[src/rtl/clock_timekeeper.sv]
// clock_timekeeper: time-of-day counter, alarm time and alarm state machine
// for the VGA clock. Every output is registered.
// Build option: define SNOOZE_EN to add the SNOOZE state. In that build an
// al_adj pulse while ringing snoozes the alarm instead of moving the alarm time.
// Handshake note: all inputs are single-cycle pulses with no back-pressure;
// a pulse is consumed in the cycle it is high. There is no valid/ready pair.
module clock_timekeeper #(
  parameter int AL_MIN_STEP    = 10,
  parameter int RING_SECONDS   = 60,
  parameter int SNOOZE_SECONDS = 300
) (
  input  logic       clk,
  input  logic       reset,
  input  logic       tick_1hz,
  input  logic       sec_adj,
  input  logic       min_adj,
  input  logic       hr_adj,
  input  logic       al_adj,
  input  logic       al_toggle,
  input  logic       tone,
  output logic [3:0] hours,
  output logic [5:0] minutes,
  output logic [5:0] seconds,
  output logic [3:0] al_hours,
  output logic [5:0] al_minutes,
  output logic       al_on,
  output logic       alarm_active,
  output logic       buzzer,
  output logic [1:0] dbg_state
);

  localparam int CNT_MAX = (RING_SECONDS > SNOOZE_SECONDS) ? RING_SECONDS : SNOOZE_SECONDS;
  localparam int CW      = $clog2(CNT_MAX + 1);
  localparam logic [CW-1:0] RING_LOAD = CW'(RING_SECONDS);
`ifdef SNOOZE_EN
  localparam logic [CW-1:0] SNOOZE_LOAD = CW'(SNOOZE_SECONDS);
`endif
  localparam logic [5:0] AL_STEP = 6'(AL_MIN_STEP);
  localparam logic [5:0] AL_LAST = 6'(60 - AL_MIN_STEP);

  typedef enum logic [1:0] {
    ST_OFF     = 2'd0,
    ST_ARMED   = 2'd1,
`ifdef SNOOZE_EN
    ST_SNOOZE  = 2'd3,
`endif
    ST_RINGING = 2'd2
  } state_t;

  state_t        r_state, w_state_next;
  logic [CW-1:0] r_cnt, w_cnt_next;
  logic [3:0]    r_hours, w_hr_next, r_al_hours, w_al_hr_next;
  logic [5:0]    r_minutes, w_min_next, r_seconds, w_sec_next, r_al_minutes, w_al_min_next;
  logic          r_al_on, r_alarm_active, r_buzzer;
  logic          w_sec_inc, w_sec_carry, w_min_inc, w_min_carry, w_hr_inc;
  logic          w_al_adj_en, w_match, w_timeout;

  // Next time-of-day: a tick carry and an adjust pulse on the same field count once.
  always_comb begin
    w_sec_inc   = tick_1hz | sec_adj;
    w_sec_carry = tick_1hz & (r_seconds == 6'd59);
    w_min_inc   = min_adj | w_sec_carry;
    w_min_carry = w_sec_carry & (r_minutes == 6'd59);
    w_hr_inc    = hr_adj | w_min_carry;
    w_sec_next  = r_seconds;
    w_min_next  = r_minutes;
    w_hr_next   = r_hours;
    if (w_sec_inc) w_sec_next = (r_seconds == 6'd59) ? 6'd0 : r_seconds + 6'd1;
    if (w_min_inc) w_min_next = (r_minutes == 6'd59) ? 6'd0 : r_minutes + 6'd1;
    if (w_hr_inc)  w_hr_next  = (r_hours == 4'd11)   ? 4'd0 : r_hours + 4'd1;
  end

  // Next alarm time: al_adj steps minutes, carrying into hours.
  always_comb begin
`ifdef SNOOZE_EN
    // While ringing or snoozed the pulse belongs to the snooze function.
    w_al_adj_en = al_adj & ((r_state == ST_OFF) | (r_state == ST_ARMED));
`else
    w_al_adj_en = al_adj;
`endif
    w_al_min_next = r_al_minutes;
    w_al_hr_next  = r_al_hours;
    if (w_al_adj_en) begin
      if (r_al_minutes == AL_LAST) begin
        w_al_min_next = 6'd0;
        w_al_hr_next  = (r_al_hours == 4'd11) ? 4'd0 : r_al_hours + 4'd1;
      end else begin
        w_al_min_next = r_al_minutes + AL_STEP;
      end
    end
  end

  // Alarm FSM next state; priority is al_toggle, then match/timeout, then al_adj.
  always_comb begin
    w_state_next = r_state;
    w_cnt_next   = r_cnt;
    w_match      = (w_sec_next == 6'd0) && (w_min_next == w_al_min_next) &&
                   (w_hr_next == w_al_hr_next);
    w_timeout    = tick_1hz && (r_cnt <= CW'(1));
    case (r_state)
      ST_OFF: begin
        if (al_toggle) w_state_next = ST_ARMED;
      end
      ST_ARMED: begin
        if (al_toggle) begin
          w_state_next = ST_OFF;
        end else if (w_match) begin
          w_state_next = ST_RINGING;
          w_cnt_next   = RING_LOAD;
        end
      end
      ST_RINGING: begin
        if (al_toggle) begin
          w_state_next = ST_OFF;
          w_cnt_next   = '0;
        end else if (w_timeout) begin
          w_state_next = ST_ARMED;
          w_cnt_next   = '0;
`ifdef SNOOZE_EN
        end else if (al_adj) begin
          w_state_next = ST_SNOOZE;
          w_cnt_next   = SNOOZE_LOAD;
`endif
        end else if (tick_1hz) begin
          w_cnt_next = r_cnt - CW'(1);
        end
      end
`ifdef SNOOZE_EN
      ST_SNOOZE: begin
        if (al_toggle) begin
          w_state_next = ST_OFF;
          w_cnt_next   = '0;
        end else if (w_timeout) begin
          w_state_next = ST_RINGING;
          w_cnt_next   = RING_LOAD;
        end else if (tick_1hz) begin
          w_cnt_next = r_cnt - CW'(1);
        end
      end
`endif
      default: begin
        w_state_next = ST_OFF;
        w_cnt_next   = '0;
      end
    endcase
  end

  // FSM state and ring/snooze counter registers.
  always_ff @(posedge clk) begin
    if (reset) begin
      r_state <= ST_OFF;
      r_cnt   <= '0;
    end else begin
      r_state <= w_state_next;
      r_cnt   <= w_cnt_next;
    end
  end

  // Time and alarm-time registers.
  always_ff @(posedge clk) begin
    if (reset) begin
      r_hours      <= '0;
      r_minutes    <= '0;
      r_seconds    <= '0;
      r_al_hours   <= '0;
      r_al_minutes <= '0;
    end else begin
      r_hours      <= w_hr_next;
      r_minutes    <= w_min_next;
      r_seconds    <= w_sec_next;
      r_al_hours   <= w_al_hr_next;
      r_al_minutes <= w_al_min_next;
    end
  end

  // Status flags and gated buzzer, registered alongside the state they decode.
  always_ff @(posedge clk) begin
    if (reset) begin
      r_al_on        <= 1'b0;
      r_alarm_active <= 1'b0;
      r_buzzer       <= 1'b0;
    end else begin
      r_al_on        <= (w_state_next != ST_OFF);
      r_alarm_active <= (w_state_next == ST_RINGING);
      r_buzzer       <= (w_state_next == ST_RINGING) & tone & ~w_sec_next[0];
    end
  end

  assign hours        = r_hours;
  assign minutes      = r_minutes;
  assign seconds      = r_seconds;
  assign al_hours     = r_al_hours;
  assign al_minutes   = r_al_minutes;
  assign al_on        = r_al_on;
  assign alarm_active = r_alarm_active;
  assign buzzer       = r_buzzer;
  assign dbg_state    = r_state;

endmodule

[config.mk]
export PLATFORM = sky130hd
export DESIGN_NAME = clock_timekeeper
export DESIGN_NICKNAME = d
export VERILOG_FILES = /design/src/rtl/clock_timekeeper.sv
export SDC_FILE = /design/constraint.sdc
export NUM_CORES = 1
export LEC_CHECK = 0
export CAP_MARGIN = 20
export CORE_UTILIZATION = 45
export DETAILED_ROUTE_END_ITERATION = 7
export GPL_TIMING_DRIVEN = 0
export PLACE_DENSITY = 0.67
export RECOVER_POWER = 100
export SYNTH_ARGS = -nofsm -noshare
export SYNTH_HDL_FRONTEND = slang
export SYNTH_SLANG_ARGS = --single-unit
[constraint.sdc]
create_clock -name clk -period 7.3 [get_ports clk]
set_input_delay 1.46 -clock clk [delete_from_list [all_inputs] [get_ports clk]]
set_output_delay 1.46 -clock clk [all_outputs]
set_load 0.02 [all_outputs]
==> results by group, run 1 <==
Global routing
  • GRT Total Usage: 23.11%
  • Pin count of the biggest net entering global routing: 13
  • Initial antenna violation count: 0
  • Vias in the first global route: 2,370
  • First-pass GRT wire length: 11.34 mm
  • GRT overflow: 0

Timing
  • RSZ-0062 raised after global routing: false
  • Hold Vio Cnt, Final: 0
  • Layout Skew: 0.01282 ns
  • Relative slew slack: 55.95%
  • Final worst path period need: 4.822 ns
  • Slew @ Worst Pin: 0.6547 ns
  • Hold WS: 0.4901 ns
  • Count of final max-slew check failures: 0
  • Fin crit share: 66.05%
  • TNS Setup: 0 ns
  • Final setup vio count: 0
  • F_max: 207.4 MHz

Die
  • Die Footprint: 0.006254 mm2
  • Core area: 0.005608 mm2
  • Die height: 79.09 um
  • Die Width: 79.09 um
  • Number of placed I/O pins: 40
  • Site Rows: 27
  • Initial core utilization: 47.68%

Clocking
  • Post-cts resize count: 0
  • Postcts setup bufs: 0
  • CTS buffer count: 5
  • Sink Count: 40
  • Skew-Pair Late Insertion Delay: 0.31 ns
  • Hold buffer count at CTS: 0
  • Clk buf depth: 2
  • CTS root buf: clkbuf_8
  • H-tree levels: 2
  • CTS tree: done
  • Clk slew on worst S/H paths: 0.09 ns

Critical path
  • Worst-path cell chain: dlygate4sd3_1, or2_1, clkbuf_1, o2111ai_1, a21oi_1, o2111ai_1, or4_1, nor4_1, and2_0, a31oi_1, o31ai_2
  • CP max stage delay: 0.61 ns
  • Critical path type: in2reg
  • Worst Path Buf+Inv: 2
  • Largest delay contributor family on the critical path: simple AND/OR/NAND/NOR gates
  • Worst EP required: 7.53 ns
  • Worst setup EP type: flip-flop
  • CP Data Arrival Time: 5.05 ns
  • CP max FO: 7
  • Worst Setup Start Kind: input pin
  • CP most frequent cell: o2111ai_1
  • Crit path max-delay cell type: nor4_1

Synthesis
  • Most common cell in the netlist: dfxtp_1
  • Mapped cell area: 0.002674 mm2
  • Post-synth ARST share: 0%
  • Avg Synthesized Cell Area: 8.408 um2
  • Yosys top cell area share: 29.95%
  • Net count after synthesis: 338
  • Flop and latch count out of synthesis: 40
  • Count of cell types in the netlist: 69
  • Sequential-to-total area share from yosys stat: 29.95%
  • Ys flop type: dfxtp_1
  • Leading area contributor after synthesis: dfxtp_1
  • Gate Count Post-Synth: 318
  • Synth cell count leaders: dfxtp_1 (40), nand2_1 (33), nor2_1 (28)
  • Post-synth EDFFs: 0
  • Main area contributors after synthesis: dfxtp_1 (30%), ha_1 (5.1%), nand2_1 (4.6%), nor2_1 (3.9%), mux2i_1 (3.7%)
  • Synth warn: 0

Final layout
  • Ratio of cells with drive above 1 in the final layout: 7.692%
  • Fin cells: 436
  • Area growth, synth to finish: 19.37%
  • Antenna Cells: 0
  • Fill count: 568
  • Nets: 383

Detailed routing
  • DR WL/cell: 15.45 um
  • WL final: 6.738 mm
  • Post-DRT Antenna Nets: 0
  • Residual DRC: 0
  • Initial drt markers: 143
  • Drt first pass iters: 4
  • Via-to-Cell Ratio: 5.931
  • Vias: 2,586

Placed design
  • Post-DP HPWL: 5.036 mm
  • Placed cell count: 427
  • # port buffers: 37
  • Gp weighted congestion: 0.8632

Worst hold path
  • HP Class: reg2reg

Power and ir drop
  • PD cells: 162.8 mW/mm2
  • P_leak: 1.253 nW
  • Maximum vdd ir drop: 114.3 uV

Flow run
  • Max-cap violations: 0

Run status
  • Status: complete, no violations
-- routing by layer --
metal / vias up / part of all wire, % / global-route usage, %
met5: - / 0 / 0
met4: 0 / 2.1 / 8.364
met3: 13 / 4.6 / 3.333
met2: 54 / 46 / 37.50
met1: 1245 / 47 / 30.98
li1: 1274 / - / -
-- power breakdown --
part | switching (W) | total (W) | leakage [nW] | internal (W)
Sequential | 0.00000899 | 0.000234 | 0.325 | 0.000225
Combinational | 0.0000596 | 0.000100 | 0.872 | 0.0000408
Clock | 0.0000832 | 0.000185 | 0.0552 | 0.000102
Total | 0.000152 | 0.000519 | 1.25 | 0.000368
-- worst register-to-register path: cells and delay by family, from the launching register on --
kind            cells  cell delay (ns)
compound gates      5             1.11
flops               1             0.44
simple gates        4             1.78
fa+ha+maj           1             0.29
-- through the flow --
step	setup WS (ns)	util [%]	area, um2	power [W]
2_1_floorplan	3.479	-	2674	0.0003098
6_report	2.478	56.92	3192	0.0005195
5_1_grt	2.215	56.92	3192	0.0005417
4_1_cts	3.155	57.81	3242	0.0005281
3_5_place_dp	2.853	55.89	3134	0.0003456
3_3_place_gp	2.865	55.89	3134	0.0003435
-- flip-flops by register name (all words and copies together), names as in the netlist, 2 cells and up --
register / cells
r_cnt: 9
minutes: 6
dbg_state: 2
al_hours: 4
seconds: 6
hours: 4
al_minutes: 6
-- kinds of logic (layout without fill, tap and decap cells) --
family / Yosys count / after routing / share of synthesized area [%]
and+or+nand+nor: 135 / 135 / 27.84
AOI/OAI and AO/OA: 88 / 88 / 25.36
DFF: 40 / 40 / 29.95
buffers and inverters: 22 / 68 / 3.463
xor gates and xnor gates: 12 / 12 / 4.492
adders and majority gates: 11 / 11 / 5.147
muxes: 10 / 10 / 3.744
-- layout by cell type (no fill, tap or decap), drive strengths merged, types with 3 or more instances in the layout --
master,count
or4,4
nand3,15
inv,11
o2111ai,9
nor2,28
o211ai,4
a22oi,3
or2,3
mux2i,10
a21oi,16
o21ai,21
or3,6
a31oi,7
buf,3
clkbuf,15
and3,5
xor2,7
dlygate4sd3,33
xnor2,5
ha,11
and2,7
nor2b,7
nand2,33
nor3,14
o31ai,5
dfxtp,40
clkdlybuf4s50,4
-- cell type report --
cell class | count | area [um2] | share of cell area (%)
plain buffers | 11 | 50.05 | 1.568
clock buffers | 6 | 72.57 | 2.274
clock inverters | 2 | 35.03 | 1.098
inverters | 11 | 41.29 | 1.294
multi-input cells | 256 | 1724 | 54.02
flip-flops and latches | 40 | 800.8 | 25.09
well taps | 72 | 90.09 | 2.822
repair buffers | 38 | 377.9 | 11.84
-- worst paths after layout --
kind / slack (ns) / endpoint / cells past startpoint / startpoint
hold / removal: 0.49 / r_cnt[7] / 2 / r_cnt[7]
setup / recovery: 2.48 / r_cnt[3] / 11 / sec_adj
setup reg to reg: 3.60 / r_cnt[3] / 10 / seconds[0]
hold reg to reg: 0.49 / r_cnt[7] / 2 / r_cnt[7]
No activity file was read; power rests on OpenSTA's default activity.
==> run 2: changes to the inputs <==
--- a/config.mk
+++ b/config.mk
@@ -9,7 +9,7 @@
 export CORE_UTILIZATION = 45
 export DETAILED_ROUTE_END_ITERATION = 7
 export GPL_TIMING_DRIVEN = 0
-export PLACE_DENSITY = 0.67
+export PLACE_DENSITY = 0.7
 export RECOVER_POWER = 100
 export SYNTH_ARGS = -nofsm -noshare
 export SYNTH_HDL_FRONTEND = slang
==> constraint.sdc (replaced) <==
create_clock -name clk -period 4 [get_ports clk]
set_input_delay 0.8 -clock clk [delete_from_list [all_inputs] [get_ports clk]]
set_output_delay 0.8 -clock clk [all_outputs]
set_load 0.02 [all_outputs]
==> run 2 against run 1 <==
Flip-flop and latch count is the same. Register-to-register slack lost 2.9 ns. Sequential power grew 83%. First-iteration DRC count grew 60%. Total power grew 83%. Combinational power grew 85%. Clock skew shrank 0.0069 ns. Utilization grew 0.51 points. Critical path type unchanged. Largest cell class unchanged.
==> results by group, run 2 (synthesis gave the netlist of run 1 again) <==
Detailed routing
  • Drt first pass iters: 5 (+1)
  • Via-to-Cell Ratio: 6.025 (+1.6%)
  • Vias: 2,621 (+1.4%)
  • DR WL/cell: 15.56 um (+0.69%)
  • Initial drt markers: 229 (+60%)
  • WL final: 6.769 mm (+0.46%)
  • Residual DRC: 0 (unchanged)
  • Post-DRT Antenna Nets: 0 (unchanged)

Critical path
  • Worst Setup Start Kind: input pin
  • Critical path type: in2reg
  • Crit path launch: sec_adj
  • R2r startpoint: seconds[0]
  • Worst EP required: 4.20 ns (-3.33 ns)
  • CP max FO: 7 (unchanged)
  • Worst setup EP type: flip-flop
  • CP Data Arrival Time: 3.81 ns (-1.24 ns)

Die
  • Die Width: 79.09 um (unchanged)
  • Initial core utilization: 47.68% (unchanged)
  • Core area: 0.005608 mm2 (unchanged)
  • Site Rows: 27 (unchanged)
  • Die Footprint: 0.006254 mm2 (unchanged)
  • Die height: 79.09 um (unchanged)
  • Number of placed I/O pins: 40 (unchanged)

Final layout
  • Final Instance Area: 0.003221 mm2 (+0.90%)
  • Commonest cells after routing, fill and taps aside: dfxtp_1 (40), nand2_1 (33), dlygate4sd3_1 (32), nor2_1 (28), o21ai_0 (18)
  • Nets: 382 (-0.26%)
  • Most common cell after layout, fill and taps aside: dfxtp_1
  • Max FFs per register: 9 (unchanged)
  • Largest register by flop count: r_cnt
  • Antenna Cells: 0 (unchanged)
  • Ratio of cells with drive above 1 in the final layout: 9.091% (+1.4 points)
  • Area growth, synth to finish: 20.45%
  • Fin cells: 435 (-0.23%)

Global routing
  • GRT busiest layer: met2
  • Vias in the first global route: 2,351 (-0.80%)
  • Met3 usage: 3.793% (+0.46 points)
  • First-pass GRT wire length: 11.31 mm (-0.30%)
  • GRT met2 Usage: 38.45% (+0.95 points)
  • Pin count of the biggest net entering global routing: 14 (+1)
  • Met1 Use GR: 30.28% (-0.70 points)
  • GRT Total Usage: 23.07% (-0.041 points)
  • GRT overflow: 0 (unchanged)
  • Initial antenna violation count: 0 (unchanged)

Run status
  • Status: complete, no violations

Worst hold path
  • Worst hold start: r_cnt[7]
  • HP Class: reg2reg

Clocking
  • Postcts setup bufs: 0 (unchanged)
  • CTS root buf: clkbuf_8
  • Hold buffer count at CTS: 0 (unchanged)
  • Skew-Pair Late Insertion Delay: 0.30 ns (about the same)
  • Post-cts resize count: 0 (unchanged)
  • CTS tree: done
  • CTS buffer count: 5 (unchanged)
  • Clk slew on worst S/H paths: 0.08 ns (about the same)
  • Clk buf depth: 2 (unchanged)
  • Sink Count: 40 (unchanged)
  • H-tree levels: 2 (unchanged)

Timing
  • Final setup vio count: 0 (unchanged)
  • TNS Setup: 0 ns (unchanged)
  • Relative slew slack: 35.31% (-21 points)
  • Layout Skew: 0.005933 ns (-0.006883 ns)
  • Hold WS: 0.5007 ns (+0.01065 ns)
  • Fin crit share: 90.44%
  • Hold Vio Cnt, Final: 0 (unchanged)
  • F_max: 276.4 MHz
  • Final setup margin: 0.3825 ns (-2.096 ns)
  • Final worst path period need: 3.618 ns
  • Count of final max-slew check failures: 0 (unchanged)
  • RSZ-0062 raised after global routing: false
  • Slew @ Worst Pin: 0.9629 ns (+0.3082 ns)

Flow run
  • Max-cap violations: 0 (unchanged)

Placed design
  • Placed cell count: 427 (unchanged)
  • Dpl ws: 0.1917 ns (-2.662 ns)
  • # port buffers: 37 (unchanged)
  • Dpl cell area: 0.003134 mm2 (unchanged)
  • Post-DP HPWL: 5.020 mm (-0.31%)
  • Gp weighted congestion: 0.8391 (-2.8%)

Power and ir drop
  • PD cells: 294.7 mW/mm2 (+81%)
  • P_leak: 1.262 nW (+0.73%)
  • Maximum vdd ir drop: 153.5 uV (+34%)
run 2: worst max-delay path, cell delays in order:
cell and delay (ns):
clkdlybuf4s50_1 0.52, or2_1 0.13, buf_2 0.17, o2111ai_1 0.14
a21oi_1 0.24, o2111ai_1 0.18, or4_1 0.59, nor4_4 0.35
nand3_1 0.23, a22o_1 0.26, or2_1 0.20
run 2: metal layers:
| metal | routed length [um] | share of wire (%) | vias to the layer above |
|---|---|---|---|
| met2 | 3198 | 47 | 91 |
| li1 | - | - | 1270 |
| met5 | 0 | 0 | - |
| met3 | 352 | 5.2 | 10 |
| met1 | 3127 | 46 | 1250 |
| met4 | 91 | 1.3 | 0 |
run 2: stage by stage:
| stage | power (W) | utilization [%] |
|---|---|---|
| finish | 0.0009491 | 57.43 |
| global route | 0.0009900 | 57.43 |
| floorplan | 0.0005654 | - |
| detailed placement | 0.0006299 | 55.89 |
| global placement | 0.0006252 | 55.89 |
| CTS | 0.0009652 | 57.88 |
run 2: area by class of cell:
cell class,instances,area [um2]
Fill cell,543,2387
Inverter,11,41.29
Timing Repair Buffer,37,370.4
Clock inverter,3,42.54
Multi-Input combinational cell,256,1755
Tap cell,72,90.09
Sequential cell,40,800.8
Buffer,11,51.30
Clock buffer,5,68.82
run 2: final timing paths:
path               to  slack [ns]  cells after the start
max reg2reg     al_on        0.66                     10
min          r_cnt[7]        0.50                      2
max             al_on        0.38                     11
min reg2reg  r_cnt[7]        0.50                      2
run 2: power by group:
group | internal [W] | switching (W)
Combinational | 0.0000756 | 0.000109
Clock | 0.000185 | 0.000152
Sequential | 0.000411 | 0.0000169
Total | 0.000671 | 0.000278
==> run 3: changes to the inputs <==
--- a/config.mk
+++ b/config.mk
@@ -5,12 +5,11 @@
 export SDC_FILE = /design/constraint.sdc
 export NUM_CORES = 1
 export LEC_CHECK = 0
-export CAP_MARGIN = 20
 export CORE_UTILIZATION = 45
 export DETAILED_ROUTE_END_ITERATION = 7
 export GPL_TIMING_DRIVEN = 0
+export HOLD_SLACK_MARGIN = 0.15
 export PLACE_DENSITY = 0.7
-export RECOVER_POWER = 100
 export SYNTH_ARGS = -nofsm -noshare
 export SYNTH_HDL_FRONTEND = slang
 export SYNTH_SLANG_ARGS = --single-unit
==> run 3 against run 2 <==
Clock skew shrank 0.00080 ns. First-iteration DRC count decreased by 17%. Register-to-register slack better by 0.03 ns. Die area is the same. Clock power grew 1%. Worst hold slack hardly changed. Count of clock-buffer cells in the layout unchanged. Total power rose by 1.4%. Maximum frequency grew 2.6%. Combinational power is 5% higher. Critical path depth did not move. Largest power group unchanged. Via count down 0.92%.
==> results by group, run 3 (synthesis gave the netlist of run 1 again) <==
Placed design
  • Post-DP HPWL: 5.020 mm (unchanged)
  • Gp weighted congestion: 0.8391 (unchanged)
  • Dpl cell area: 0.003134 mm2 (unchanged)
  • Dpl ws: 0.1917 ns (unchanged)
  • # port buffers: 37 (unchanged)

Detailed routing
  • Initial drt markers: 189 (-17%)
  • Post-DRT Antenna Nets: 0 (unchanged)
  • WL final: 6.766 mm (about the same)
  • Vias: 2,597 (-0.92%)
  • Drt first pass iters: 4 (-1)
  • DR WL/cell: 15.55 um (about the same)
  • Via-to-Cell Ratio: 5.970 (-0.92%)
  • Residual DRC: 0 (unchanged)

Timing
  • Hold Vio Cnt, Final: 0 (unchanged)
  • TNS Setup: 0 ns (unchanged)
  • Slew @ Worst Pin: 1.102 ns (+0.1387 ns)
  • Final worst path period need: 3.526 ns (-0.09144 ns)
  • F_max: 283.6 MHz (+2.6%)
  • Count of final max-slew check failures: 0 (unchanged)
  • Relative slew slack: 26.00% (-9.3 points)
  • Fin crit share: 88.15% (-2.3 points)
  • Layout Skew: 0.005135 ns (-0.0007981 ns)
  • RSZ-0062 raised after global routing: false
  • Final setup vio count: 0 (unchanged)
  • Final setup margin: 0.4739 ns (+0.09144 ns)

Critical path
  • CP Data Arrival Time: 3.70 ns (-0.11 ns)
  • CP max FO: 7 (unchanged)
  • Critical path type: in2reg
  • Worst EP required: 4.17 ns (-0.03 ns)
  • Worst setup EP type: flip-flop
  • Worst reg2reg path depth: 10 (unchanged)
  • Worst Setup Start Kind: input pin

Power and ir drop
  • Maximum vdd ir drop: 156.1 uV (+1.6%)
  • Overall power: 0.0009623 W (+1.4%)
  • P_leak: 1.170 nW (-7.3%)
  • PD cells: 296.5 mW/mm2 (+0.61%)

Clocking
  • CTS tree: done
  • Postcts setup bufs: 0 (unchanged)
  • Sink Count: 40 (unchanged)
  • Hold buffer count at CTS: 0 (unchanged)
  • Clk slew on worst S/H paths: 0.08 ns (about the same)
  • Clk buf depth: 2 (unchanged)
  • H-tree levels: 2 (unchanged)
  • Skew-Pair Late Insertion Delay: 0.30 ns (about the same)
  • CTS root buf: clkbuf_8
  • Post-cts resize count: 0 (unchanged)
  • CTS buffer count: 5 (unchanged)

Die
  • Die height: 79.09 um (unchanged)
  • Core area: 0.005608 mm2 (unchanged)
  • Number of placed I/O pins: 40 (unchanged)
  • Initial core utilization: 47.68% (unchanged)
  • Site Rows: 27 (unchanged)
  • Die Width: 79.09 um (unchanged)
  • Die Footprint: 0.006254 mm2 (unchanged)

Final layout
  • Most common cell after layout, fill and taps aside: dfxtp_1
  • Antenna Cells: 0 (unchanged)
  • Largest register by flop count: r_cnt
  • Ratio of cells with drive above 1 in the final layout: 10.19% (+1.1 points)
  • Commonest cells after routing, fill and taps aside: dfxtp_1 (40), clkdlybuf4s50_1 (37), nand2_1 (33), nor2_1 (28), a21oi_1 (16)
  • Nets: 382 (unchanged)
  • Area growth, synth to finish: 21.39%
  • Final Instance Area: 0.003246 mm2 (+0.78%)
  • Max FFs per register: 9 (unchanged)

Run status
  • Status: complete, no violations

Worst hold path
  • HP Class: reg2reg
  • Worst hold path depth: 2 (unchanged)

Global routing
  • Vias in the first global route: 2,351 (unchanged)
  • GRT overflow: 0 (unchanged)
  • Pin count of the biggest net entering global routing: 14 (unchanged)
  • GRT Total Usage: 23.07% (unchanged)
  • Initial antenna violation count: 0 (unchanged)
  • First-pass GRT wire length: 11.31 mm (unchanged)

Flow run
  • Max-cap violations: 0 (unchanged)
==> run 3: routing by layer <==
layer | global-route usage (%) | up-vias | wire length (um) | share of wire [%]
met5 | 0 | - | 0 | 0
met4 | 7.091 | 0 | 78 | 1.2
met2 | 38.45 | 93 | 3169 | 47
li1 | - | 1269 | - | -
met1 | 30.28 | 1227 | 3182 | 47
met3 | 3.793 | 8 | 335 | 5.0
==> run 3: layout make-up <==
| cell class | instances | area (um2) |
|---|---|---|
| buffer | 11 | 51.30 |
| fill | 539 | 2362 |
| sequential | 40 | 800.8 |
| clock inverter | 3 | 42.54 |
| tap | 72 | 90.09 |
| clock buffer | 5 | 68.82 |
| inverter | 11 | 41.29 |
| timing repair buffer | 37 | 370.4 |
| multi-input combinational | 256 | 1780 |
==> run 3: final timing paths <==
path	from	to	slack, ns
max	sec_adj	r_cnt[7]	0.47
min reg2reg	r_cnt[7]	r_cnt[7]	0.50
min	r_cnt[7]	r_cnt[7]	0.50
max reg2reg	minutes[0]	al_on	0.69
==> run 3: worst max-delay path: stages <==
cell and delay (ns):
clkdlybuf4s50_1 0.52, or2_1 0.12, buf_2 0.17, o2111ai_1 0.14, a21oi_1 0.24, o2111ai_1 0.18, or4_4 0.56, nor4_4 0.36
nand2_1 0.24, o2111ai_1 0.27, o41ai_2 0.10
==> run 3: through the flow <==
| step | utilization [%] | instances | hold slack, ns |
|---|---|---|---|
| finish | 57.88 | 435 | 0.5005 |
| global route | 57.88 | 435 | 0.5129 |
| CTS | 57.88 | 435 | 0.5066 |
| detailed placement | 55.89 | 427 | 0.4938 |
| global placement | 55.89 | 427 | 0.4870 |
| floorplan | - | 318 | 0.4645 |
==> run 3: where the power goes <==
group / switching [W] / total [W] / internal [W]
registers: 0.0000173 / 0.000428 / 0.000411
clock network: 0.000155 / 0.000340 / 0.000185
logic: 0.000112 / 0.000194 / 0.0000817
total: 0.000285 / 0.000962 / 0.000678
